$ cat config.mk
export PLATFORM = sky130hd
export DESIGN_NAME = wave_capture
export DESIGN_NICKNAME = d
export VERILOG_FILES = /design/src/rtl/wave_capture.sv
export SDC_FILE = /design/constraint.sdc
export NUM_CORES = 1
export LEC_CHECK = 0
export CAP_MARGIN = 20
export CORE_MARGIN = 2
export CORE_UTILIZATION = 55
export CTS_CLUSTER_DIAMETER = 200
export DETAILED_ROUTE_END_ITERATION = 6
export GPL_ROUTABILITY_DRIVEN = 0
export HOLD_SLACK_MARGIN = 0.05
export PLACE_DENSITY_LB_ADDON = 0.2
export SLEW_MARGIN = 20
export SYNTH_ARGS = -nofsm -noshare
export SYNTH_HDL_FRONTEND = slang
export SYNTH_SLANG_ARGS = --single-unit
$ cat constraint.sdc
create_clock -name clk -period 4.95 [get_ports clk]
set_input_delay 0.99 -clock clk [delete_from_list [all_inputs] [get_ports clk]]
set_output_delay 0.99 -clock clk [all_outputs]
set_load 0.005 [all_outputs]
$ cat src/rtl/wave_capture.sv
// wave_capture: decimates one selected DDS channel into a small FIFO drained over valid/ready.
// Overflow drops the new sample and sets a sticky flag; the DDS side is never stalled.
module wave_capture #(
    parameter int DATA_W = 12,
    parameter int DEPTH = 16,
    parameter int DIV_W = 16
) (
    input  logic                     clk,
    input  logic                     reset,
    input  logic                     start,
    input  logic                     stop,
    input  logic [1:0]               wave_sel,
    input  logic [DIV_W-1:0]         div,
    input  logic [DATA_W-1:0]        sin_in,
    input  logic [DATA_W-1:0]        cos_in,
    input  logic [DATA_W-1:0]        squ_in,
    input  logic [DATA_W-1:0]        saw_in,
    output logic [DATA_W-1:0]        out_data,
    output logic                     out_valid,
    input  logic                     out_ready,
    output logic [$clog2(DEPTH):0]   fill,
    output logic                     busy,
    output logic                     overflow,
    input  logic                     clr_ovf
);
    localparam int AW = $clog2(DEPTH);

    typedef enum logic {IDLE, RUN} state_t;

    state_t state, state_nx;
    logic [DIV_W-1:0] cnt;
    logic [AW:0] wr_ptr, rd_ptr;
    logic [DATA_W-1:0] mem [DEPTH];
    logic [DATA_W-1:0] sample;
    logic strobe, full, pop, push;

    always_ff @(posedge clk)
        state <= reset ? IDLE : state_nx;

    always_comb
        state_nx = stop ? IDLE : start ? RUN : state;

    always_comb begin
        busy = state == RUN;
        strobe = busy && cnt == div;
    end

    // A shrunken div below the counter lets it run through all-ones before matching again.
    always_ff @(posedge clk)
        cnt <= (reset || !busy || start || stop || strobe) ? '0 : cnt + 1'b1;

    always_comb begin
        sample = wave_sel == 2'd0 ? sin_in :
                 wave_sel == 2'd1 ? cos_in :
                 wave_sel == 2'd2 ? squ_in : saw_in;
        full = wr_ptr == {~rd_ptr[AW], rd_ptr[AW-1:0]};
        out_valid = wr_ptr != rd_ptr;
        pop = out_valid && out_ready;
        push = strobe && (!full || pop);
        fill = wr_ptr - rd_ptr;
        out_data = out_valid ? mem[rd_ptr[AW-1:0]] : '0;
    end

    always_ff @(posedge clk)
        if (push)
            mem[wr_ptr[AW-1:0]] <= sample;

    always_ff @(posedge clk) begin
        if (reset) begin
            wr_ptr <= '0;
            rd_ptr <= '0;
            overflow <= 1'b0;
        end else begin
            if (push)
                wr_ptr <= wr_ptr + 1'b1;
            if (pop)
                rd_ptr <= rd_ptr + 1'b1;
            overflow <= (strobe && full && !pop) || (overflow && !clr_ovf);
        end
    end
endmodule
## Word-level counts from Yosys, hierarchy flattened

Memory sizes are Yosys's and may differ from the RTL's. A register that Yosys moved wholly into a read port is not among the register bits.
Cells that the tools add are included.

| storage, ports and cells | value |
|---|---|
| memories | 1 |
| word-level logic and storage cells | 42 |
| ROM bits | 0 |
| flip-flop bits (word level) | 28 |
| bits of input ports | 72 |
| latch bits | 0 |
| output and inout bits | 20 |
| memory bits (writable) | 192 |

| cells by class | value |
|---|---|
| eq/ne operators | 5 |
| muxes and demuxes | 8 |
| $add $sub $neg | 4 |
| bitwise operators | 1 |
| order comparisons | 0 |
| divide/modulo/power cells | 0 |
| reduce and logical (&&, ||, !) cells | 18 |
| shift-type cells | 0 |
| $mul | 0 |

Memory list:

| memory | depth | width | rd ports | clocked after memory_dff | wr ports | RTL line | RTL |
|---|---|---|---|---|---|---|---|
| mem | 16 | 12 | 1 | 1 | 1 | 33 | `logic [DATA_W-1:0] mem [DEPTH];` |

Operators by type and width:

| cell | count |
|---|---|
| 12-bit two-way mux | 4 |
| 16-bit by 1-bit adder with 16-bit output (second input constant) | 1 |
| 16-bit equality test | 1 |
| 5-bit by 1-bit adder with 5-bit output (second input constant) | 2 |
| 4-bit two-way mux | 2 |
| 1-bit logical AND | 6 |
| 1-bit logical OR | 6 |
| 5-bit equality test | 1 |
| 5-bit inequality test | 1 |
| 5-bit subtractor | 1 |
| 1-bit zero test | 4 |
| 2-bit by 1-bit equality test with 1-bit output (second input constant) | 1 |
| 2-bit equality test (second input constant) | 1 |
| 2-bit zero test | 1 |
| 1-bit two-way mux | 2 |
| 2-bit OR reduction | 1 |
| 1-bit inverter | 1 |

## Logic depth before layout (Yosys ltp)

Gate-level depths: netlist (run 1).

| depth | value |
|---|---|
| word-level depth | 7 |
| depth in mapped cells | 8 |
| gate-level depth less buffers | 7 |

## Least setup slack after synthesis (run 1)

Ideal clock, no wire load.

| path | value |
|---|---|
| kind | in2reg |
| from | input port div[13] |
| to | memory mem[15][0] (enable) |
| path slack | 1.845 ns |
| required time | 4.554 ns |
| data arrival time | 2.708 ns |
| stages on the path | 4 |
| path through | xor2_1 > a2111oi_4 > nand4_4 > nor3_1 |

| on the way | value |
|---|---|
| word-level cells in the longest chain between the ends | 5 |

RTL lines:

| element | RTL line | RTL |
|---|---|---|
| start: declaration | 13 | `input logic [DIV_W-1:0] div,` |
| 16-bit equality test | 45 | `strobe = busy && cnt == div;` |
| 1-bit logical AND | 45 |  |
| 1-bit logical AND | 59 | `push = strobe && (!full \|\| pop);` |
| 1-bit two-way mux | 65 | `if (push)` |
| 1-bit two-way mux (implied by the code) | 66 | `mem[wr_ptr[AW-1:0]] <= sample;` |
| end: declaration | 33 |  |

Every way passes these cells.

==> results summary, run 1 <==
In this run the tool buffered the top-level ports with 91 buffer cells. Once detail routing completed, the nets flagged for antenna violations numbered 0. The flip-flop and latch area is 6410 um2. The initial antenna violation count is 0. The pin count of the biggest net entering global routing is 27. Of the total synthesized cell area, the portion taken by full adders, half adders and majority gates is 1.54%. The share of the cycle needed by the critical path after routing is 85.0%.

The clock-pin slew of the registers on the worst-case setup and hold paths is 0.06 ns. The count of unique library cells instantiated by Yosys came out at 44. The total number of nets in the final design came out at 691. The required time of the critical path is 3.96 ns. Dividing the detail-routed via count by the number of cells gives 6.13. The run finished with clean final reports. The fraction of the mapped netlist area in simple logic gates came out at 6.54%. CTS placed an instance of clkbuf_16 at the clock tree root.

After synthesis, the largest family of logic cells by area is multiplexers. The area growth from synthesis to layout came out at 19.8%. The total negative slack for setup checks came out at 0 ns.

The count of TritonRoute iterations in the first routing pass came out at 5. The worst hold path belongs to the class flop to flop. The post-synthesis sequential element count came out at 224. In this run the mean area of a mapped cell was 18.6 um2. The die outline width came out at 135 um. Counting along the longest clock path gives a buffer depth of 3. The xor/xnor cell area share of the yosys netlist came out at 2.97%. The mapped netlist covers 9430 um2. The max-cap violation count came out at 0.

The total number of H-tree levels came out at 1. For this run, the leading register cell type out of synthesis is edfxtp_1. The ratio of total power to cell area came out at 345 nW/um2.

Of the post-synthesis cell area, the part taken by muxes is 17.2%. The post-cts hold buffer count is 0. The data arrival time of the critical path came out at 3.22 ns. The routed wire length came out at 20200 um. The routed length per instance came out at 24.0 um. The post-CTS setup buffer count came out at 0.

The number of placed cells counting well taps is 804. Counting every instance in the synthesized netlist gives 506. The number of hold violations in the final report came to 0. The clock insertion delay at the later pin of the skew report came out at 0.50 ns. The die covers 18200 um2. The number of clock buffers inserted by TritonCTS came out at 22. The via count of the first global-routing pass is 5196. 0 antenna diodes ended up in the layout.

The area fraction in compound gates after synthesis is 2.19%. The count of flip-flops with a built-in enable after synthesis is 192. The kind of capture point of the worst setup path is a primary output. The worst setup path is launched from a flop. The tightest slew margin relative to the limit is 29.6%. The combined global-route utilization of all metal layers is 23.2%. The analysis attributes to cell leakage a power of 3.59 nW.

Yosys printed 0 warnings. Of all nets on the critical path, the largest fanout is 26. The post-synth net total is 589.

The final routed DRC violation total is 0. The estimated wirelength of the detail-placed design came out at 13400 um. After the flow finishes, the layout carries non-filler instances totaling 843. The share of final-layout standard cells stronger than drive strength 1 is 19.3%. By startpoint and endpoint, the worst setup path is classified as flop to primary output.

Leaving out fill and tap cells, the most frequent cell in the layout is edfxtp_1. The number of placement rows came out at 47. The final number of max-transition violations is 0. The TritonCTS clock tree is built. In the final layout, the multi-input gates occupy 2880 um2.

The total of fill cells in the finished design is 1103. Setup repair after global routing left no endpoint under its margin. The fraction of registers with async set or reset after synthesis came out at 0%. In this run the standard cell core region covers 16700 um2. The peak supply drop came out at 0.229 mV. Measured along the y axis, the die boundary spans 135 um.

The starting utilization of the core area came out at 56.5%. The pin slew with the least headroom to its limit is 1.05 ns. For this run, the register share of the synthesized area comes to 67.9%. The library cells used most frequently in the layout, excluding fill and tap cells, are edfxtp_1, clkdlybuf4s50_1, mux4_2, nor2_1, dfxtp_1.

The first-iteration detailed-routing DRC count came out at 534. The quantity of gates resized following cts is 0. The maximum achievable frequency is 238 MHz. The boundary pin count is 92. Clock tree synthesis found a total of 224 sinks. The first global-routing pass estimated 31000 um of wire. Summed over all layers, the global routing overflow is 0. The final critical delay including setup and external delays is 4.21 ns. The number of failing setup endpoints in the final timing report is 0.

The detailed router placed 5167 vias in this run. Between clock sinks in the finished design, the worst skew comes to 0.0206 ns.
where the power goes:
| part | switching, mW | internal [mW] | leakage [nW] | total (mW) |
|---|---|---|---|---|
| logic | 0.0801 | 0.0712 | 1.25 | 0.151 |
| clock network | 0.654 | 1.02 | 0.354 | 1.67 |
| registers | 0.000534 | 2.07 | 1.98 | 2.07 |
kinds of logic (layout without fill, tap and decap cells):
| group | after synthesis | count (layout) |
|---|---|---|
| multiplexers | 72 | 72 |
| adder cells (fa/ha/maj) | 11 | 11 |
| AO/OA/AOI/OAI | 23 | 23 |
| buffers and inverters | 35 | 152 |
| AND/OR/NAND/NOR | 109 | 109 |
| flip-flops | 224 | 224 |
| XOR/XNOR | 32 | 32 |
Yosys cell counts, types with 2 or more instances:
cell type	n	area share [%]
buf_1	2	0.080
a21o_1	2	0.16
edfxtp_1	192	61
and3_1	20	1.3
dfxtp_1	32	6.8
ha_1	10	1.3
inv_1	17	0.68
clkbuf_1	7	0.28
nand3_1	7	0.37
buf_6	2	0.24
xor2_1	14	1.3
a2111oi_4	2	0.58
nand2_1	9	0.36
nor2b_1	4	0.27
o31ai_1	2	0.16
nor3_1	3	0.16
xnor2_1	18	1.7
buf_2	5	0.27
nand4_1	7	0.46
o21ai_0	2	0.11
and2_1	14	0.93
a21oi_1	9	0.48
mux4_2	72	17
or4_1	4	0.32
nor2_1	31	1.2
per-stage QoR:
stage / hold slack, ns / total power [mW] / worst slack [ns] / instance area, um2 / utilization (%)
after detailed placement: 0.481 / 2.26 / 1.19 / 10600 / 63.3
after floorplan: 0.441 / 2.17 / 1.85 / 9430 / -
after global routing: 0.516 / 4.00 / 0.554 / 11300 / 67.7
final: 0.484 / 3.90 / 0.740 / 11300 / 67.7
after CTS: 0.489 / 3.92 / 0.658 / 11300 / 67.7
after global placement: 0.455 / 2.26 / 1.21 / 10600 / 63.3
final cells by class:
cell class | count | share of cell area (%)
Clock buffer | 30 | 5.41
Clock inverter | 9 | 1.02
Inverter | 17 | 0.565
Multi-Input combinational cell | 247 | 25.4
Sequential cell | 224 | 56.7
Tap cell | 220 | 2.44
Timing Repair Buffer | 96 | 8.39
critical path, stage by stage, from the launching register on:
cell	delay, ns
dfxtp_4	0.68
buf_4	0.37
mux4_2	0.57
mux4_2	0.48
and2_1	0.18
clkdlybuf4s50_1	0.44
path summary, 6_finish.rpt:
path              startpoint  depth (start not counted)  slack [ns]            to
setup / recovery        flop                          5        0.74  out_data[11]
setup reg to reg   wr_ptr[0]                          8        2.03     mem[4][9]
hold reg to reg     overflow                          2        0.48      overflow
hold / removal      overflow                          2        0.48      overflow
flip-flops by register name (all words and copies together) (netlist names), named ones only:
name	flops
overflow	1
rd_ptr	5
wr_ptr	5
mem	192
cnt	16
busy	1
routing by layer:
metal / GRT usage (%) / wire, um / vias to the layer above
li1: - / - / 2237
met1: 34.2 / 8500 / 2659
met5: 0 / 0 / -
met3: 3.53 / 1550 / 18
met2: 37.6 / 9880 / 253
met4: 4.69 / 264 / 0
No activity file was read; power rests on OpenSTA's default activity.
==> inputs of run 2 (changes only) <==
- CORE_UTILIZATION: 55 -> 45
==> results summary, run 2 (same netlist as run 1, synthesis figures left out) <==
The flow ran to the end, and the final reports show no timing, DRC or antenna violations. The repair_antennas step left the layout with diodes totalling 0. The TritonCTS sink count came out at 224. The total number of H-tree levels is 1. The estimated wirelength of the detail-placed design came out at 14100 um.

In this design, the critical path's most frequently occurring cell is mux4_2. The post-cts hold buffer count is 0. The worst setup skew after layout came out at 0.0114 ns. The worst reg2reg path endpoint is mem[11][8]. Measured along the y axis, the die boundary spans 149 um.

The root buffer selected by CTS is clkbuf_16. The initial utilization of the core area, before any placement, comes to 46.2%. Setup repair after global routing left no endpoint under its margin. The most common library cell in the layout ignoring fill and taps is edfxtp_1.

The pin slew with the least headroom to its limit came out at 1.02 ns. The via count normalized by instance count is 5.69. The worst setup path is captured at a primary output. In this run the tightest slew margin relative to its limit is 31.8%. The count of buffering cells on the critical path with inverters included came out at 2. The family with the most delay on the worst path is flip-flops.

The total number of vias came out at 5093. The leakage component of the power came out at 3.64 nW. In the layout the commonest cells are edfxtp_1, clkdlybuf4s50_1, mux4_2, nor2_1, dfxtp_1. The total negative slack for setup checks came out at 0 ns. Traced cell by cell, the critical path runs through buf_4, mux4_2, mux4_2, and2_1, clkdlybuf4s50_1. The element type at the critical path start is a flop. Setup violations remaining at the end of the flow were counted as 0. Static timing analysis puts the maximum clock frequency at 235 MHz. The first-iteration detailed-routing DRC count is 354.

TritonCTS built the clock tree. The required time of the critical path came out at 3.96 ns. In this run the register-to-register setup slack is 1.99 ns. The type of the worst setup path is flop to primary output. Clock-pin slew was measured on the worst setup and hold paths at 0.06 ns. The largest incremental delay on the critical path came out at 0.92 ns. The total overflow reported by the global router came out at 0. The number of placement rows is 52. The worst hold path terminates at overflow. The final routed DRC violation total came out at 0. The max-cap violation count came out at 0. The first-pass GRT wire length came out at 32600 um. The peak supply drop is 0.278 mV. The remaining antenna violation count after routing is 0. The buffer depth of the longest clock path is 3. The path class of the tightest hold or removal check is flop to flop.

The total core area is 20400 um2. The ratio of total power to cell area came out at 356 nW/um2. On the final layout, the worst hold slack is 0.477 ns. The final number of max-transition violations came to 0. The area growth from synthesis to layout is 21.6%. The die outline width came out at 149 um. The final critical delay including setup and external delays came out at 4.26 ns. The number of buffer cells added on primary ports is 91. The end-of-flow core utilization is 56.1%. The startpoint identified for the worst hold timing path is overflow. The total number of cells along the worst setup path is 5.

Entering global routing, the biggest net connects 33 pins. The number of hold violations in the final report was 0. The share of the cycle needed by the critical path after routing came out at 86.0%. The boundary pin count is 92.

The via count of the first global-routing pass was 5411. The count of TritonRoute iterations in the first routing pass came out at 5. The clock insertion delay at the later pin of the skew report is 0.51 ns.

The total number of nets in the final design is 693. In this run the worst path has a maximum fanout of 32. Among all stages on the critical path, the largest delay is contributed by dfxtp_2.

The number of cells on the worst reg-to-reg path came out at 8. Dividing the detail-routed wire length by the instance count gives 23.7 um. The power consumption is 4.08 mW. Along the worst hold path, the cell count comes to 2. The number of clock buffers inserted by TritonCTS is 24. For this run, the total global-route usage over all layers was measured as 20.0%. The flip-flop count of the largest register, all copies and words added came out at 192.

After clock tree synthesis, the setup repair step added 0 buffers. The data arrival time of the critical path came out at 3.27 ns. The routed wire length is 21200 um. Post-CTS repair changed the size of 0 cells. The floorplan die area is 22100 um2. Cells with a size suffix above 1 make up 19.7% of the layout. The startpoint identified for the worst register-to-register timing path is wr_ptr[0]. The initial antenna violation count was 0.
## run 2: cell types whose count changed in the layout (fill, tap and decap cells not counted), sizes merged
cell	previous run	this run
bufinv	3	5
clkbuf	30	32
clkinv	6	3
clkinvlp	0	1
## run 2: worst max path at each step
| stage | startpoint | to | slack (ns) |
|---|---|---|---|
| after floorplan | div[13] | mem[15][0] | 1.85 |
| after CTS | flop | out_data[9] | 0.65 |
| after detailed placement | div[7] | mem[10][8] | 1.12 |
| after global routing | flop | out_data[0] | 0.57 |
| final | flop | out_data[9] | 0.69 |
| after global placement | div[4] | mem[9][4] | 1.16 |
## run 2: through the flow
stage / setup WS [ns] / cells / area, um2
2_1_floorplan: 1.85 / 506 / 9430
6_report: 0.695 / 895 / 11500
3_5_place_dp: 1.12 / 854 / 10600
4_1_cts: 0.648 / 895 / 11500
3_3_place_gp: 1.16 / 854 / 10600
5_1_grt: 0.567 / 895 / 11500
## run 2: power by group
group          internal (mW)  switching, mW  total, mW
combinational         0.0714         0.0780      0.149
clock                   1.18          0.680       1.86
sequential              2.07       0.000530       2.07
total                   3.32          0.758       4.08
## run 2: cell type report
type | count | area [um2]
fill | 1608 | 8960
sequential | 224 | 6410
multi-input combinational | 247 | 2880
timing repair buffer | 96 | 961
clock buffer | 32 | 652
tap | 270 | 338
clock inverter | 9 | 170
inverter | 17 | 63.8
## run 2: tightest hold or removal path, delay by kind of cell, from the launching register on
family	cells	cell delay [ns]
flip-flops	1	0.31
AND/OR/NAND/NOR	1	0.07
AO/OA/AOI/OAI	1	0.05
## run 2: per-layer routing
metal / vias to the layer above / GRT usage (%) / part of all wire, %
met5: - / 0 / 0
met1: 2651 / 26.9 / 41
met3: 33 / 3.70 / 6.3
met4: 0 / 5.90 / 2.4
li1: 2238 / - / -
met2: 171 / 33.6 / 50
==> inputs of run 3 (changes only) <==
- CORE_UTILIZATION: 45 -> 40
==> results summary, run 3 (same netlist as run 1, synthesis figures left out) <==
The final number of max-transition violations is 0. The area growth from synthesis to layout came out at 21.4%. The die is 158 um wide.

Leaving out fill and tap cells, the most frequent cell in the layout is edfxtp_1. The total number of vias came out at 5016. The starting utilization of the core area came out at 40.4%. The highest net fanout along the worst path came out at 28.

The number of clock buffers inserted by TritonCTS is 24. The final routed DRC violation total is 0. Among all stages on the critical path, the largest delay is contributed by dfxtp_4. The cell family contributing the most delay on the critical path is multiplexers. The number of hold buffers added after CTS was 0. The data arrival time of the critical path is 3.23 ns. The flip-flop count of the largest register, all copies and words added is 192. In this run the number of H-tree levels came out at 1. Clock-pin slew was measured on the worst setup and hold paths at 0.06 ns. The worst hold path was traced through 2 stages.

The buffer depth of the longest clock path is 3. The initial antenna violation count is 2. The number of placement rows is 56. Post-CTS timing repair inserted 0 buffers for setup. The TritonCTS clock tree is built. The ratio of total power to cell area came out at 343 nW/um2. The endpoint identified for the worst register-to-register timing path is mem[4][1]. The flip-flop and latch area is 6410 um2.

The worst setup path is captured at a primary output. The largest incremental delay on the critical path is 0.69 ns. The worst hold path begins at overflow. Fill cells in the final layout number 1916. CTS saw 224 sinks. The pin count of the biggest net entering global routing came out at 29. The tightest slew margin relative to the limit is 35.2%.

The end of the worst hold path is overflow. The net count of the finished layout is 693. Measured in cells, the most critical reg-to-reg path has a length of 8. The signal on the critical path passes through buf_4, mux4_2, mux4_2, and2_1, clkdlybuf4s50_1. The peak supply drop is 0.197 mV.

The total negative slack for setup checks came out at 0 ns. The worst setup skew after layout is 0.0119 ns. The leakage component of the power is 3.62 nW.

The required time of the critical path is 3.96 ns. Setup repair after global routing left no endpoint under its margin. By startpoint and endpoint, the worst setup path is classified as flop to primary output. The estimated wirelength of the detail-placed design is 14100 um. The post-route netlist has 19.5% of its cells at a drive strength greater than 1. In the layout the commonest cells are edfxtp_1, clkdlybuf4s50_1, mux4_2, nor2_1, dfxtp_1. The number of failing setup endpoints in the final timing report came out at 0. In this run the vertical extent of the chip is 158 um. The boundary pin count is 92. In this run the tool buffered the top-level ports with 91 buffer cells. The total area inside the core boundary comes to 23300 um2. The worst hold path class is flop to flop.

The final critical delay including setup and external delays came out at 4.22 ns. Once detail routing completed, the nets flagged for antenna violations numbered 0. The clock insertion delay at the later pin of the skew report is 0.52 ns.

The root buffer selected by CTS is clkbuf_16. The via count normalized by instance count came out at 5.31. The routed wire length is 20900 um. STA classifies the critical path startpoint as a flop. The first-pass GRT wire length came out at 32100 um. The number of inserted diodes came out at 0. The design draws 3.93 mW.

The via count of the first global-routing pass came to 5360. The total overflow reported by the global router is 0. The max-cap violation count is 0. The maximum achievable frequency is 237 MHz. The launch instance of the worst register-to-register path is wr_ptr[0]. The share of the cycle needed by the critical path after routing is 85.3%. The number of buffers and inverters on the critical path is 2. The routed length per instance is 22.1 um. The number of gates resized after CTS was 0. The first-iteration detailed-routing DRC count came out at 424. The first detailed-routing pass ran for 7 iterations. The register-to-register path setup slack is 1.98 ns. For this run, the total global-route usage over all layers was measured as 17.6%. The multi-input gate area in the final layout is 2880 um2. The end-of-flow core utilization is 49.1%.

The flow ran to the end, and the final reports show no timing, DRC or antenna violations. The floorplan die area came out at 24800 um2. The number of hold violations in the final report came out at 0.

At the pin with the least slew margin, the transition time is 0.971 ns. By instance count, the cell type seen most on the critical path is mux4_2.
[run 3: changes by cell type in the layout (fill, tap and decap cells not counted)]
cell	before	now
bufinv_16	5	2
clkinv_1	2	6
clkinv_2	1	3
clkbuf_1	7	5
nor3_2	1	0
buf_4	4	5
nor3_4	0	1
buf_12	1	0
[run 3: how the worst max path moves through the flow]
stage,to,from,cells after the start,slack (ns)
after global routing,out_data[5],flop,5,0.50
after floorplan,mem[15][0],div[13],4,1.85
after global placement,out_data[0],flop,5,1.15
final,out_data[5],flop,5,0.73
after detailed placement,mem[4][10],div[7],7,1.13
after CTS,out_data[0],flop,5,0.60
[run 3: layout make-up]
cell class,count,area share [%]
sequential,224,56.0
multi-input combinational,247,25.2
timing repair buffer,96,8.28
clock buffer,30,5.63
tap,319,3.48
clock inverter,12,0.918
inverter,17,0.557
[run 3: per-layer routing]
layer	up-vias	GRT usage [%]	wire length (um)
met2	171	28.7	10000
met5	-	0	0
met3	31	3.45	1460
met4	0	4.37	386
met1	2576	24.5	9000
li1	2238	-	-
[run 3: per-stage QoR]
| stage | instances | worst slack [ns] | hold slack, ns | cell area [um2] |
|---|---|---|---|---|
| final | 945 | 0.726 | 0.479 | 11500 |
| after global routing | 945 | 0.503 | 0.529 | 11500 |
| after CTS | 945 | 0.596 | 0.483 | 11400 |
| after detailed placement | 903 | 1.13 | 0.469 | 10700 |
| after global placement | 903 | 1.15 | 0.457 | 10700 |
| after floorplan | 506 | 1.85 | 0.441 | 9430 |
[run 3: power by group]
group          internal [mW]  switching [mW]  total [mW]
Combinational         0.0712          0.0777       0.149
Sequential              2.07        0.000522        2.07
Clock                   1.02           0.688        1.71
Total                   3.16           0.767        3.93
[run 3: tightest hold or removal path, stage by stage, from the launching register on]
cell	delay (ns)
dfxtp_1	0.31
nand2b_1	0.06
a21oi_1	0.06
